--- config.mk ---
export PLATFORM = sky130hd
export DESIGN_NAME = rv_fetch_decode_flat
export DESIGN_NICKNAME = d
export VERILOG_FILES = /design/src/rtl/rv_dec_pkg.sv /design/src/rtl/rv_fetch_decode_if.sv /design/src/rtl/rv_inst_decoder.sv /design/src/rtl/rv_fetch_decode.sv /design/src/flat_wrapper.sv
export SDC_FILE = /design/constraint.sdc
export NUM_CORES = 1
export LEC_CHECK = 0
export ABC_AREA = 1
export CAP_MARGIN = 30
export CORE_ASPECT_RATIO = 1.2
export CORE_MARGIN = 2
export CORE_UTILIZATION = 50
export CTS_BUF_LIST = sky130_fd_sc_hd__clkbuf_8 sky130_fd_sc_hd__clkbuf_16
export DETAILED_ROUTE_END_ITERATION = 7
export MAX_ROUTING_LAYER = met4
export PLACE_DENSITY = 0.74
export SETUP_SLACK_MARGIN = 0.1
export SYNTH_ARGS = -nofsm -noshare
export SYNTH_HDL_FRONTEND = slang
export SYNTH_HIERARCHICAL = 1
export SYNTH_SLANG_ARGS = --single-unit
--- constraint.sdc ---
create_clock -name clk -period 2.7 [get_ports clk]
set_clock_uncertainty 0.2 [all_clocks]
set_input_delay 0.27 -clock clk [delete_from_list [all_inputs] [get_ports clk]]
set_output_delay 0.27 -clock clk [all_outputs]
set_load 0.02 [all_outputs]
--- src/rtl/rv_dec_pkg.sv ---
// rtl/rv_dec_pkg.sv - shared constants and types for the fetch/decode front end
// Purpose: RV opcode/funct encodings, control-word bit positions, instruction
//          format enum and fetch FSM states used by rv_inst_decoder and
//          rv_fetch_decode.
// Ports:   none (package).
package rv_dec_pkg;

  // Major opcodes
  localparam logic [6:0] OPC_OP     = 7'b0110011;
  localparam logic [6:0] OPC_OP_IMM = 7'b0010011;
  localparam logic [6:0] OPC_LOAD   = 7'b0000011;
  localparam logic [6:0] OPC_STORE  = 7'b0100011;
  localparam logic [6:0] OPC_BRANCH = 7'b1100011;
  localparam logic [6:0] OPC_JAL    = 7'b1101111;
  localparam logic [6:0] OPC_JALR   = 7'b1100111;

  // funct3 values
  localparam logic [2:0] F3_ADD_SUB = 3'b000;
  localparam logic [2:0] F3_SLL     = 3'b001;
  localparam logic [2:0] F3_SLT     = 3'b010;
  localparam logic [2:0] F3_SLTU    = 3'b011;
  localparam logic [2:0] F3_SRL_SRA = 3'b101;
  localparam logic [2:0] F3_DWORD   = 3'b011;
  localparam logic [2:0] F3_BEQ     = 3'b000;
  localparam logic [2:0] F3_BNE     = 3'b001;
  localparam logic [2:0] F3_JALR    = 3'b000;

  // funct7 values
  localparam logic [6:0] F7_BASE = 7'b0000000;
  localparam logic [6:0] F7_ALT  = 7'b0100000;

  // Control word layout
  localparam int CTRL_W        = 12;
  localparam int CTRL_JAL      = 11;
  localparam int CTRL_JALR     = 10;
  localparam int CTRL_BRANCH   = 9;
  localparam int CTRL_MEMREAD  = 8;
  localparam int CTRL_MEMWRITE = 7;
  localparam int CTRL_MEMTOREG = 6;
  localparam int CTRL_REGWRITE = 5;
  localparam int CTRL_ALUSRC   = 4;
  localparam int CTRL_ALT      = 3;

  typedef enum logic [2:0] {
    FMT_R,
    FMT_I,
    FMT_S,
    FMT_B,
    FMT_J,
    FMT_ILL
  } fmt_e;

  typedef enum logic {
    ST_IDLE,
    ST_RUN
  } fd_state_e;

endpackage

--- src/rtl/rv_fetch_decode_if.sv ---
// rtl/rv_fetch_decode_if.sv - instruction-memory, redirect and decode handshake bundle
// Purpose: groups every non-clock signal of rv_fetch_decode.
// Signals: imem_req/imem_addr (fetch request), imem_rvalid/imem_rdata (read data),
//          redirect_valid/redirect_addr (flush + refetch), dec_valid/dec_ready
//          handshake with dec_pc/dec_ctrl/dec_imm/dec_illegal payload.
// Modports: master = fetch/decode unit, slave = memory + execute environment.
interface rv_fetch_decode_if
  import rv_dec_pkg::*;
#(
  parameter int XLEN = 32,
  parameter int AW   = 30
);
  logic              imem_req;
  logic [AW-1:0]     imem_addr;
  logic              imem_rvalid;
  logic [31:0]       imem_rdata;
  logic              redirect_valid;
  logic [AW-1:0]     redirect_addr;
  logic              dec_valid;
  logic              dec_ready;
  logic [AW-1:0]     dec_pc;
  logic [CTRL_W-1:0] dec_ctrl;
  logic [XLEN-1:0]   dec_imm;
  logic              dec_illegal;

  modport master (
    output imem_req, imem_addr,
    input  imem_rvalid, imem_rdata,
    input  redirect_valid, redirect_addr,
    output dec_valid, dec_pc, dec_ctrl, dec_imm, dec_illegal,
    input  dec_ready
  );

  modport slave (
    input  imem_req, imem_addr,
    output imem_rvalid, imem_rdata,
    output redirect_valid, redirect_addr,
    input  dec_valid, dec_pc, dec_ctrl, dec_imm, dec_illegal,
    output dec_ready
  );
endinterface

--- src/rtl/rv_inst_decoder.sv ---
// rtl/rv_inst_decoder.sv - combinational RV instruction decoder
// Purpose: maps a 32-bit instruction word to the 12-bit control word, the
//          sign-extended immediate and an illegal flag.
// Ports:   instr (in 32), ctrl (out 12), imm (out XLEN), illegal (out 1).
module rv_inst_decoder
  import rv_dec_pkg::*;
#(
  parameter int XLEN = 32
) (
  input  logic [31:0]       instr,
  output logic [CTRL_W-1:0] ctrl,
  output logic [XLEN-1:0]   imm,
  output logic              illegal
);
  localparam bit RV64 = (XLEN == 64);

  logic [6:0] opc;
  logic [2:0] f3;
  logic [6:0] f7;
  logic       shamt_ok;
  fmt_e       fmt;
  logic [CTRL_W-1:0] c;

  assign opc = instr[6:0];
  assign f3  = instr[14:12];
  assign f7  = instr[31:25];
  // RV32 shift amounts are 5 bits, so instr[25] must be clear there.
  assign shamt_ok = RV64 || !instr[25];

  always_comb begin
    fmt = FMT_ILL;
    c   = '0;
    unique case (opc)
      OPC_OP: begin
        if ((f7 == F7_BASE && f3 != F3_SLTU) ||
            (f7 == F7_ALT && (f3 == F3_ADD_SUB || f3 == F3_SRL_SRA))) begin
          fmt              = FMT_R;
          c[CTRL_REGWRITE] = 1'b1;
          c[CTRL_ALT]      = instr[30];
          c[2:0]           = f3;
        end
      end
      OPC_OP_IMM: begin
        if ((f3 == F3_SLL && instr[31:26] == 6'b000000 && shamt_ok) ||
            (f3 == F3_SRL_SRA && shamt_ok &&
             (instr[31:26] == 6'b000000 || instr[31:26] == 6'b010000)) ||
            (f3 != F3_SLL && f3 != F3_SRL_SRA && f3 != F3_SLTU)) begin
          fmt              = FMT_I;
          c[CTRL_REGWRITE] = 1'b1;
          c[CTRL_ALUSRC]   = 1'b1;
          // Only srai carries the alternate bit; other immediates may have bit 30 set.
          c[CTRL_ALT]      = (f3 == F3_SRL_SRA) ? instr[30] : 1'b0;
          c[2:0]           = f3;
        end
      end
      OPC_LOAD: begin
        if (f3 == F3_DWORD) begin
          fmt              = FMT_I;
          c[CTRL_MEMREAD]  = 1'b1;
          c[CTRL_MEMTOREG] = 1'b1;
          c[CTRL_REGWRITE] = 1'b1;
          c[CTRL_ALUSRC]   = 1'b1;
        end
      end
      OPC_STORE: begin
        if (f3 == F3_DWORD) begin
          fmt              = FMT_S;
          c[CTRL_MEMWRITE] = 1'b1;
          c[CTRL_ALUSRC]   = 1'b1;
        end
      end
      OPC_BRANCH: begin
        if (f3 == F3_BEQ || f3 == F3_BNE) begin
          fmt            = FMT_B;
          c[CTRL_BRANCH] = 1'b1;
          c[2:0]         = f3;
        end
      end
      OPC_JAL: begin
        fmt              = FMT_J;
        c[CTRL_JAL]      = 1'b1;
        c[CTRL_REGWRITE] = 1'b1;
      end
      OPC_JALR: begin
        if (f3 == F3_JALR) begin
          fmt              = FMT_I;
          c[CTRL_JALR]     = 1'b1;
          c[CTRL_REGWRITE] = 1'b1;
          c[CTRL_ALUSRC]   = 1'b1;
        end
      end
      default: ;
    endcase
  end

  always_comb begin
    imm = '0;
    unique case (fmt)
      FMT_I: imm = {{(XLEN-12){instr[31]}}, instr[31:20]};
      FMT_S: imm = {{(XLEN-12){instr[31]}}, instr[31:25], instr[11:7]};
      FMT_B: imm = {{(XLEN-13){instr[31]}}, instr[31], instr[7],
                    instr[30:25], instr[11:8], 1'b0};
      FMT_J: imm = {{(XLEN-21){instr[31]}}, instr[31], instr[19:12],
                    instr[20], instr[30:21], 1'b0};
      default: imm = '0;
    endcase
  end

  assign ctrl    = c;
  assign illegal = (fmt == FMT_ILL);

endmodule

--- src/rtl/rv_fetch_decode.sv ---
// rtl/rv_fetch_decode.sv - fetch/decode front end with credit-limited decode queue
// Purpose: issues sequential word fetches, decodes returned words and buffers
//          them in a QDEPTH-entry circular queue for the execute stage.
// Ports:   clk, rst_n (async active-low), bus (rv_fetch_decode_if.master):
//          imem_req/imem_addr out, imem_rvalid/imem_rdata in,
//          redirect_valid/redirect_addr in, dec_valid/dec_pc/dec_ctrl/
//          dec_imm/dec_illegal out, dec_ready in.
module rv_fetch_decode
  import rv_dec_pkg::*;
#(
  parameter int              XLEN     = 32,
  parameter int              AW       = 30,
  parameter int              QDEPTH   = 2,
  parameter logic [AW-1:0]   RESET_PC = '0
) (
  input logic                clk,
  input logic                rst_n,
  rv_fetch_decode_if.master  bus
);
  localparam int PW = $clog2(QDEPTH);
  localparam int CW = PW + 1;

  typedef struct packed {
    logic [AW-1:0]     pc;
    logic [CTRL_W-1:0] ctrl;
    logic [XLEN-1:0]   imm;
    logic              illegal;
  } entry_t;

  fd_state_e     state_q, state_d;
  logic [AW-1:0] fpc_q, fpc_d;
  logic          inflight_q, inflight_d;
  logic [PW-1:0] head_q, head_d;
  logic [PW-1:0] tail_q, tail_d;
  logic [CW-1:0] count_q, count_d;
  entry_t        mem_q [QDEPTH];
  entry_t        mem_d [QDEPTH];

  logic [CTRL_W-1:0] dcd_ctrl;
  logic [XLEN-1:0]   dcd_imm;
  logic              dcd_illegal;

  logic          run;
  logic          pop;
  logic          push;
  logic          redirect;
  logic          req;
  logic [CW:0]   occupancy;

  rv_inst_decoder #(.XLEN(XLEN)) u_decoder (
    .instr   (bus.imem_rdata),
    .ctrl    (dcd_ctrl),
    .imm     (dcd_imm),
    .illegal (dcd_illegal)
  );

  always_comb begin
    state_d    = state_q;
    fpc_d      = fpc_q;
    head_d     = head_q;
    tail_d     = tail_q;
    count_d    = count_q;
    mem_d      = mem_q;
    inflight_d = 1'b0;

    unique case (state_q)
      ST_IDLE: state_d = ST_RUN;
      ST_RUN:  state_d = ST_RUN;
      default: state_d = ST_IDLE;
    endcase

    run      = (state_q == ST_RUN);
    pop      = (count_q != '0) && bus.dec_ready;
    redirect = run && bus.redirect_valid;
    push     = run && bus.imem_rvalid && !bus.redirect_valid;

    // Entries that will occupy the queue once everything already requested
    // has returned; a new request is only allowed if it still fits.
    occupancy = {1'b0, count_q} + {{CW{1'b0}}, inflight_q} - {{CW{1'b0}}, pop};
    req       = run && !bus.redirect_valid && (occupancy < (CW+1)'(QDEPTH));

    if (pop) begin
      head_d = head_q + 1'b1;
    end
    if (push) begin
      mem_d[tail_q] = '{pc: fpc_q - 1'b1, ctrl: dcd_ctrl, imm: dcd_imm,
                        illegal: dcd_illegal};
      tail_d = tail_q + 1'b1;
    end
    count_d = count_q + CW'(push) - CW'(pop);

    if (redirect) begin
      head_d  = '0;
      tail_d  = '0;
      count_d = '0;
      fpc_d   = bus.redirect_addr;
    end else if (req) begin
      fpc_d = fpc_q + 1'b1;
    end

    inflight_d = req;
  end

  always_ff @(posedge clk or negedge rst_n) begin
    if (!rst_n) begin
      state_q    <= ST_IDLE;
      fpc_q      <= RESET_PC;
      inflight_q <= 1'b0;
      head_q     <= '0;
      tail_q     <= '0;
      count_q    <= '0;
      for (int i = 0; i < QDEPTH; i++) begin
        mem_q[i] <= '0;
      end
    end else begin
      state_q    <= state_d;
      fpc_q      <= fpc_d;
      inflight_q <= inflight_d;
      head_q     <= head_d;
      tail_q     <= tail_d;
      count_q    <= count_d;
      mem_q      <= mem_d;
    end
  end

  assign bus.imem_req    = req;
  assign bus.imem_addr   = fpc_q;
  assign bus.dec_valid   = (count_q != '0);
  assign bus.dec_pc      = mem_q[head_q].pc;
  assign bus.dec_ctrl    = mem_q[head_q].ctrl;
  assign bus.dec_imm     = mem_q[head_q].imm;
  assign bus.dec_illegal = mem_q[head_q].illegal;

endmodule

--- src/flat_wrapper.sv ---
// flat-port wrapper written by rule: the top's interface ports become plain ports
module rv_fetch_decode_flat import rv_dec_pkg::*;
#(
  parameter int              XLEN     = 32,
  parameter int              AW       = 30,
  parameter int              QDEPTH   = 2,
  parameter logic [AW-1:0]   RESET_PC = '0
)
  (clk, rst_n, bus_imem_req, bus_imem_addr, bus_imem_rvalid, bus_imem_rdata, bus_redirect_valid, bus_redirect_addr, bus_dec_valid, bus_dec_pc, bus_dec_ctrl, bus_dec_imm, bus_dec_illegal, bus_dec_ready);
  rv_fetch_decode_if #(.XLEN(XLEN), .AW(AW)) bus_i ();
  input logic clk;
  input logic rst_n;
  output wire logic [$bits(bus_i.imem_req)-1:0] bus_imem_req;
  output wire logic [$bits(bus_i.imem_addr)-1:0] bus_imem_addr;
  input wire logic [$bits(bus_i.imem_rvalid)-1:0] bus_imem_rvalid;
  input wire logic [$bits(bus_i.imem_rdata)-1:0] bus_imem_rdata;
  input wire logic [$bits(bus_i.redirect_valid)-1:0] bus_redirect_valid;
  input wire logic [$bits(bus_i.redirect_addr)-1:0] bus_redirect_addr;
  output wire logic [$bits(bus_i.dec_valid)-1:0] bus_dec_valid;
  output wire logic [$bits(bus_i.dec_pc)-1:0] bus_dec_pc;
  output wire logic [$bits(bus_i.dec_ctrl)-1:0] bus_dec_ctrl;
  output wire logic [$bits(bus_i.dec_imm)-1:0] bus_dec_imm;
  output wire logic [$bits(bus_i.dec_illegal)-1:0] bus_dec_illegal;
  input wire logic [$bits(bus_i.dec_ready)-1:0] bus_dec_ready;
  assign bus_imem_req = bus_i.imem_req;
  assign bus_imem_addr = bus_i.imem_addr;
  assign bus_i.imem_rvalid = bus_imem_rvalid;
  assign bus_i.imem_rdata = bus_imem_rdata;
  assign bus_i.redirect_valid = bus_redirect_valid;
  assign bus_i.redirect_addr = bus_redirect_addr;
  assign bus_dec_valid = bus_i.dec_valid;
  assign bus_dec_pc = bus_i.dec_pc;
  assign bus_dec_ctrl = bus_i.dec_ctrl;
  assign bus_dec_imm = bus_i.dec_imm;
  assign bus_dec_illegal = bus_i.dec_illegal;
  assign bus_i.dec_ready = bus_dec_ready;
  rv_fetch_decode #(.XLEN(XLEN), .AW(AW), .QDEPTH(QDEPTH), .RESET_PC(RESET_PC)) u_core (.clk(clk), .rst_n(rst_n), .bus(bus_i));
endmodule
==> impl_metrics.toml, run 1 <==
[detailed_routing]
drtPass1Iterations = 6
via_per_inst = 5.19
drc = 0
drt-initial-drc-count = 641
wl_per_cell_um = 15.2
vias = 10500
route.antenna.remaining_nets = 0
routed_wl_um = 30900

[synth]
ys_warn_count = 6
synth_edf_count = 0
async_flop_share_pct = 100
synthDistinctLibCells = 45
avgSynthCellArea_um2 = 6.85
synth_cells = 1592
ys_ff_latch = 186
synthesis.area_mm2 = 0.0109
ys.flop_type = "dfrtp_1"
synth_nets = 1665
seq_area_frac_synth_pct = 42.7

[grt]
grtUsageTotal_pct = 27.8
grt_pass1_wl_um = 50900
grt_max_degree = 88
grt-ovfl-total = 0
grt_pass1_vias = 10300
grt_antenna_before_repair = 0

[die]
start_util_pct = 50.6
num_io_pins = 174
coreArea_mm2 = 0.0216
dieArea_mm2 = 0.0230
die_w_um = 139
row_count = 59
die_y_um = 166

[sta]
tns_ps = -1130
hold_viol_final = 0
fin_ws_ps = -92.9
relSlewSlack_pct = 61.0
tightest_slew_ps = 585
slew_viol_final = 0
fin_crit_sh_pct = 103
fmax_mhz = 358
min_period_ps = 2790
finalSetupViolCount = 22
rsz0062_at_grt = "yes"

[cells_and_area]
syn_to_final_growth_pct = 26.8
drive_gt1_share_pct = 9.33
n_antenna_cell = 0
fin_nets = 1817

[cts]
insertion_delay_ps = 430
clkSinkCount = 186
path_clk_slew_ps = 70
cts.path.max_buffers = 2
htree_levels = 4
cts_tree = "yes"
numCtsBuffers = 17
cts-root-buf = "clkbuf_16"

[critical_path]
arrival_ps = 2320
critPathLaunchType = "flip-flop"
crit_required_ps = 2230
r2r_start = "u_core/count_q[0]$_DFF_PN0_"
r2r_cells = 16
path_max_fanout = 2
worst-setup-path-type = "flip-flop to output pin"
worst_r2r_endpoint = "u_core/bus.imem_addr[17]$_DFFE_PN0P_"
rrSetupSlack_ps = -80
cp-end-kind = "output pin"

[power]
ir_drop_mv = 0.546
powerDensity_mw_per_mm2 = 863
p_leak_nw = 6.89

[placement]
post-place-ws_ps = -300
gp_congestion = 0.988
dp_hpwl_um = 21400
io_buffers = 173

[status]
violations = "negative setup slack"
outcome = "finished, violations left"

[job]
cap_violations = 0

[worst_hold_path]
hold_path_class = "input pin to asynchronous set/reset pin"
-- registers in the layout, indices dropped and copies added (netlist names) --
register	cells
u_core/inflight_q	1
u_core/bus.imem_addr	30
u_core/tail_q	1
u_core/run	1
u_core/mem_q	150
u_core/head_q	1
u_core/count_q	2
-- cell usage after synthesis, drive strengths merged, types with 3 or more instances --
| cell | instances | area [um2] |
|---|---|---|
| xor2 | 15 | 131 |
| a21oi | 12 | 71.3 |
| buf | 54 | 343 |
| clkbuf | 31 | 118 |
| nand2 | 698 | 2670 |
| o21ai | 161 | 806 |
| nand3 | 74 | 405 |
| inv | 145 | 547 |
| nand4 | 13 | 103 |
| nor2 | 173 | 788 |
| nor3 | 4 | 25.0 |
| xnor2 | 3 | 26.3 |
| o211ai | 4 | 30.0 |
| dfrtp | 186 | 4650 |
| ha | 5 | 62.6 |
-- metrics by stage --
step	power (W)	cell area (um2)	instances	utilization (%)	hold WS (ps)
after floorplan	0.00692	10900	1592	-	-226
after global placement	0.00901	12900	1985	60.0	85.6
after detailed placement	0.00906	12900	1985	60.0	94.2
after CTS	0.0118	13600	2024	63.3	209
after global routing	0.0127	13800	2031	64.1	240
final	0.0119	13800	2031	64.1	191
-- logic make-up after synthesis --
group	count (synthesis)	share of synthesized area, %
compound gates	181	8.68
fa+ha+maj	6	0.758
simple gates	969	37.1
buf+inv	231	9.32
xor+xnor	18	1.45
flops	186	42.7
other cells	1	0.0344
-- what timing repair did --
item / in CTS / in global routing
hold endpoints to repair: 54 / 0
pin swaps: 5 / 13
endpoints found under the setup margin: 39 / 47
gates cloned: 1 / 4
setup buffers: 5 / 3
hold buffers: 1 / 0
resized for setup: 36 / 28
-- layer usage --
layer  share of wire (%)  GRT usage (%)  up-vias
li1                    -              -     5225
met1                  42           34.7     4877
met2                  49           46.3      361
met3                 4.8           3.23       77
met4                 4.0           11.4        0
met5                   0              -        -
-- placed cells by master (no fill, tap or decap), types with 3 or more instances in the layout --
cell type / netlist / final
nand2_2: 6 / 8
ha_1: 5 / 4
xor2_1: 15 / 14
o21ai_0: 65 / 59
a21oi_1: 9 / 6
o21ai_1: 96 / 102
inv_2: 13 / 12
buf_4: 15 / 20
dlymetal6s2s_1: 0 / 14
inv_6: 0 / 3
inv_1: 131 / 129
dfrtp_1: 186 / 184
nand2_4: 4 / 5
clkbuf_8: 0 / 3
dlygate4sd2_1: 0 / 15
nor2_1: 148 / 142
buf_12: 0 / 12
nor2_4: 7 / 8
nand2_1: 688 / 685
clkbuf_16: 0 / 19
buf_6: 6 / 9
nor2_8: 3 / 3
o211ai_1: 4 / 4
nand3_1: 70 / 70
inv_4: 1 / 3
clkdlybuf4s50_1: 0 / 142
nand4_1: 11 / 11
clkinv_4: 1 / 3
clkinv_2: 0 / 3
a21oi_2: 3 / 6
nor2_2: 15 / 21
-- worst max-delay path: stages, from the launching register on --
cell	delay [ps]
dfrtp_1	380
or2_4	260
nand2_4	70
inv_4	40
ha_4	200
inv_2	50
nand2_2	50
fa_2	540
nand2_2	60
nor2_4	110
buf_6	130
-- cell type report --
type	instances	area, um2
Fill cell	1954	7740
Multi-Input combinational cell	1176	5320
Sequential cell	186	4660
Timing Repair Buffer	217	2330
Inverter	146	563
Clock buffer	20	467
Tap cell	274	343
Clock inverter	12	139
-- report_power, final --
group          leakage [nW]  total [W]  internal (W)  switching, W
combinational          4.15    0.00523       0.00215       0.00308
clock                 0.297    0.00258       0.00145       0.00113
sequential             2.44    0.00411       0.00341      0.000696
total                  6.89     0.0119       0.00701       0.00491
-- how the worst max path moves through the flow --
| stage | cells past startpoint | end | slack, ps | startpoint |
|---|---|---|---|---|
| after CTS | 10 | bus_imem_req | -150 | u_core/count_q[0]$_DFF_PN0_ |
| after global placement | 10 | bus_imem_req | -300 | bus_dec_ready |
| after detailed placement | 10 | bus_imem_req | -300 | bus_dec_ready |
| after global routing | 10 | bus_imem_req | -200 | u_core/count_q[0]$_DFF_PN0_ |
| final | 10 | bus_imem_req | -90 | u_core/count_q[0]$_DFF_PN0_ |
| after floorplan | 13 | u_core/bus.imem_addr[10]$_DFFE_PN0P_ | -70 | u_core/count_q[1]$_DFF_PN0_ |
No activity file was read; power rests on OpenSTA's default activity.
==> run 2: changes to the inputs <==
--- a/config.mk
+++ b/config.mk
@@ -9,11 +9,11 @@
 export CAP_MARGIN = 30
 export CORE_ASPECT_RATIO = 1.2
 export CORE_MARGIN = 2
-export CORE_UTILIZATION = 50
+export CORE_UTILIZATION = 55
 export CTS_BUF_LIST = sky130_fd_sc_hd__clkbuf_8 sky130_fd_sc_hd__clkbuf_16
 export DETAILED_ROUTE_END_ITERATION = 7
 export MAX_ROUTING_LAYER = met4
-export PLACE_DENSITY = 0.74
+export PLACE_DENSITY = 0.78
 export SETUP_SLACK_MARGIN = 0.1
 export SYNTH_ARGS = -nofsm -noshare
 export SYNTH_HDL_FRONTEND = slang
==> constraint.sdc (replaced) <==
create_clock -name clk -period 2.6 [get_ports clk]
set_clock_uncertainty 0.2 [all_clocks]
set_input_delay 0.26 -clock clk [delete_from_list [all_inputs] [get_ports clk]]
set_output_delay 0.26 -clock clk [all_outputs]
set_load 0.02 [all_outputs]
==> run 2 against run 1 <==
The flow still finishes with violations (negative setup slack); die area down 8.9%; total power rose by 1.4%; sequential power increased by 4%; flip-flop and latch count is the same; critical endpoint unchanged; global-route usage increased by 2.3 points; setup slack lost 160 ps; combinational power is essentially flat; via count shrank 0.27%; count of clock-buffer cells in the layout down 3; final area shrank 1.6%; clock power rose by 2%; wire length is 1.3% lower.
==> impl_metrics.toml, run 2 (same netlist as run 1, synthesis figures left out) <==
[critical_path]
cp-end-kind = "output pin"
critPathLaunchType = "flip-flop"
rrSetupSlack_ps = -120
r2r_start = "u_core/count_q[0]$_DFF_PN0_"
worst-setup-path-type = "flip-flop to output pin"
cp-endpoint = "bus_imem_req"
worstSetupStartpoint = "u_core/count_q[0]$_DFF_PN0_"
path_max_fanout = 2
worst_r2r_endpoint = "u_core/bus.imem_addr[8]$_DFFE_PN0P_"
crit_required_ps = 2140
r2r_cells = 15
arrival_ps = 2400

[power]
powerDensity_mw_per_mm2 = 889
p_leak_nw = 6.87
switchingPower_w = 0.00514
pwr-share-comb_pct = 43.1
ir_drop_mv = 0.557
p_clk_share_pct = 21.7
p_sw_share_pct = 42.5
seq_power_share_pct = 35.3
p_int_w = 0.00695

[cells_and_area]
syn_to_final_growth_pct = 24.7
n_antenna_cell = 0
final_cell_mix = "685 x nand2_1, 184 x dfrtp_1, 148 x nor2_1, 128 x inv_1, 101 x o21ai_1"
fin_util_pct = 69.8
postLayoutCellArea_mm2 = 0.0136
largest_reg_flops = 150
fin_nets = 1815
top_register = "u_core/mem_q"
drive_gt1_share_pct = 8.83
layout_commonest_cell = "nand2_1"

[grt]
grt_antenna_before_repair = 0
grt_pass1_wl_um = 48800
grtUsageTotal_pct = 30.1
grt-ovfl-total = 0
grt_pass1_vias = 9959
grt_max_degree = 114

[die]
die_w_um = 133
num_io_pins = 174
start_util_pct = 56.0
dieArea_mm2 = 0.0210
row_count = 56
coreArea_mm2 = 0.0195
die_y_um = 158

[cts]
cts_tree = "yes"
htree_levels = 4
path_clk_slew_ps = 70
clkSinkCount = 186
cts-root-buf = "clkbuf_16"
numCtsBuffers = 17
cts.path.max_buffers = 2
insertion_delay_ps = 430

[status]
violations = "negative setup slack"
outcome = "finished, violations left"

[placement]
gp_congestion = 1.01
io_buffers = 173
dpl-instance-area_mm2 = 0.0129
dp_hpwl_um = 20700
post-place-ws_ps = -168

[sta]
rsz0062_at_grt = "yes"
relSlewSlack_pct = 43.9
slew_viol_final = 0
hold_viol_final = 0
tightest_slew_ps = 841
min_period_ps = 2860
fin_ws_ps = -256
fmax_mhz = 350
fin_crit_sh_pct = 110
finalSetupViolCount = 30

[detailed_routing]
vias = 10500
via_per_inst = 5.21
drt-initial-drc-count = 791
drc = 0
routed_wl_um = 30400
route.antenna.remaining_nets = 0
wl_per_cell_um = 15.1
drtPass1Iterations = 6

[worst_hold_path]
hold_path_class = "input pin to asynchronous set/reset pin"

[job]
cap_violations = 0
-- run 2: cell types whose count changed in the layout (fill, tap and decap cells not counted), moves of 6 or more --
cell             before  now
dlygate4sd2_1        15   74
buf_4                20   26
nor2_2               21   15
dlymetal6s2s_1       14    1
clkdlybuf4s50_1     142   96
nor2_1              142  148
-- run 2: area by class of cell --
| type | count | area (um2) |
|---|---|---|
| Inverter | 146 | 561 |
| Clock buffer | 17 | 425 |
| Fill cell | 1699 | 5890 |
| Timing Repair Buffer | 215 | 2150 |
| Sequential cell | 186 | 4660 |
| Multi-Input combinational cell | 1176 | 5300 |
| Tap cell | 261 | 327 |
| Clock inverter | 15 | 174 |
-- run 2: what timing repair did --
action,4_1_cts,5_1_grt
cloned,2,3
endpoints found under the hold margin,54,0
setup buffers,3,3
setup endpoints to repair,80,32
pin swaps,4,4
gates resized for setup,86,4
hold buffers,1,0
-- run 2: how the worst min path moves through the flow --
| stage | from | end | slack, ps | cells past startpoint |
|---|---|---|---|---|
| floorplan | rst_n | u_core/bus.imem_addr[0]$_DFFE_PN0P_ | -240 | 0 |
| global placement | rst_n | u_core/bus.imem_addr[6]$_DFFE_PN0P_ | 60 | 1 |
| detailed placement | rst_n | u_core/bus.imem_addr[2]$_DFFE_PN0P_ | 70 | 1 |
| CTS | rst_n | u_core/bus.imem_addr[18]$_DFFE_PN0P_ | 170 | 2 |
| global route | rst_n | u_core/bus.imem_addr[14]$_DFFE_PN0P_ | 200 | 2 |
| finish | rst_n | u_core/bus.imem_addr[18]$_DFFE_PN0P_ | 170 | 2 |
-- run 2: critical path, cell delays in order (launching register included) --
cell and delay [ps]:
dfrtp_1 380, or2_4 260, nand2_4 70, inv_4 40
ha_4 200, inv_2 50, nand2_2 50, fa_2 540
nand2_2 60, nor2_4 90, buf_6 120, buf_6 110
-- run 2: through the flow --
stage / hold slack, ps / power [W] / cells / setup TNS (ps)
floorplan: -236 / 0.00719 / 1592 / -2250
global route: 200 / 0.0128 / 2016 / -5990
detailed placement: 65.6 / 0.00934 / 1972 / -3780
global placement: 60.9 / 0.00926 / 1972 / -2460
CTS: 168 / 0.0120 / 2010 / -1160
finish: 174 / 0.0121 / 2016 / -2260
-- run 2: power groups by stage --
stage	clock network [W]	registers, W	logic (W)
global placement	0	0.00427	0.00499
detailed placement	0	0.00429	0.00506
floorplan	0	0.00419	0.00299
finish	0.00262	0.00426	0.00520
CTS	0.00268	0.00425	0.00510
global route	0.00279	0.00436	0.00567
-- run 2: per-layer routing --
| metal | GRT usage, % | up-vias | routed length (um) |
|---|---|---|---|
| met3 | 4.03 | 69 | 1700 |
| met1 | 35.1 | 4821 | 12200 |
| li1 | - | 5221 | - |
| met5 | - | - | 0 |
| met2 | 52.5 | 401 | 15500 |
| met4 | 12.8 | 0 | 1110 |
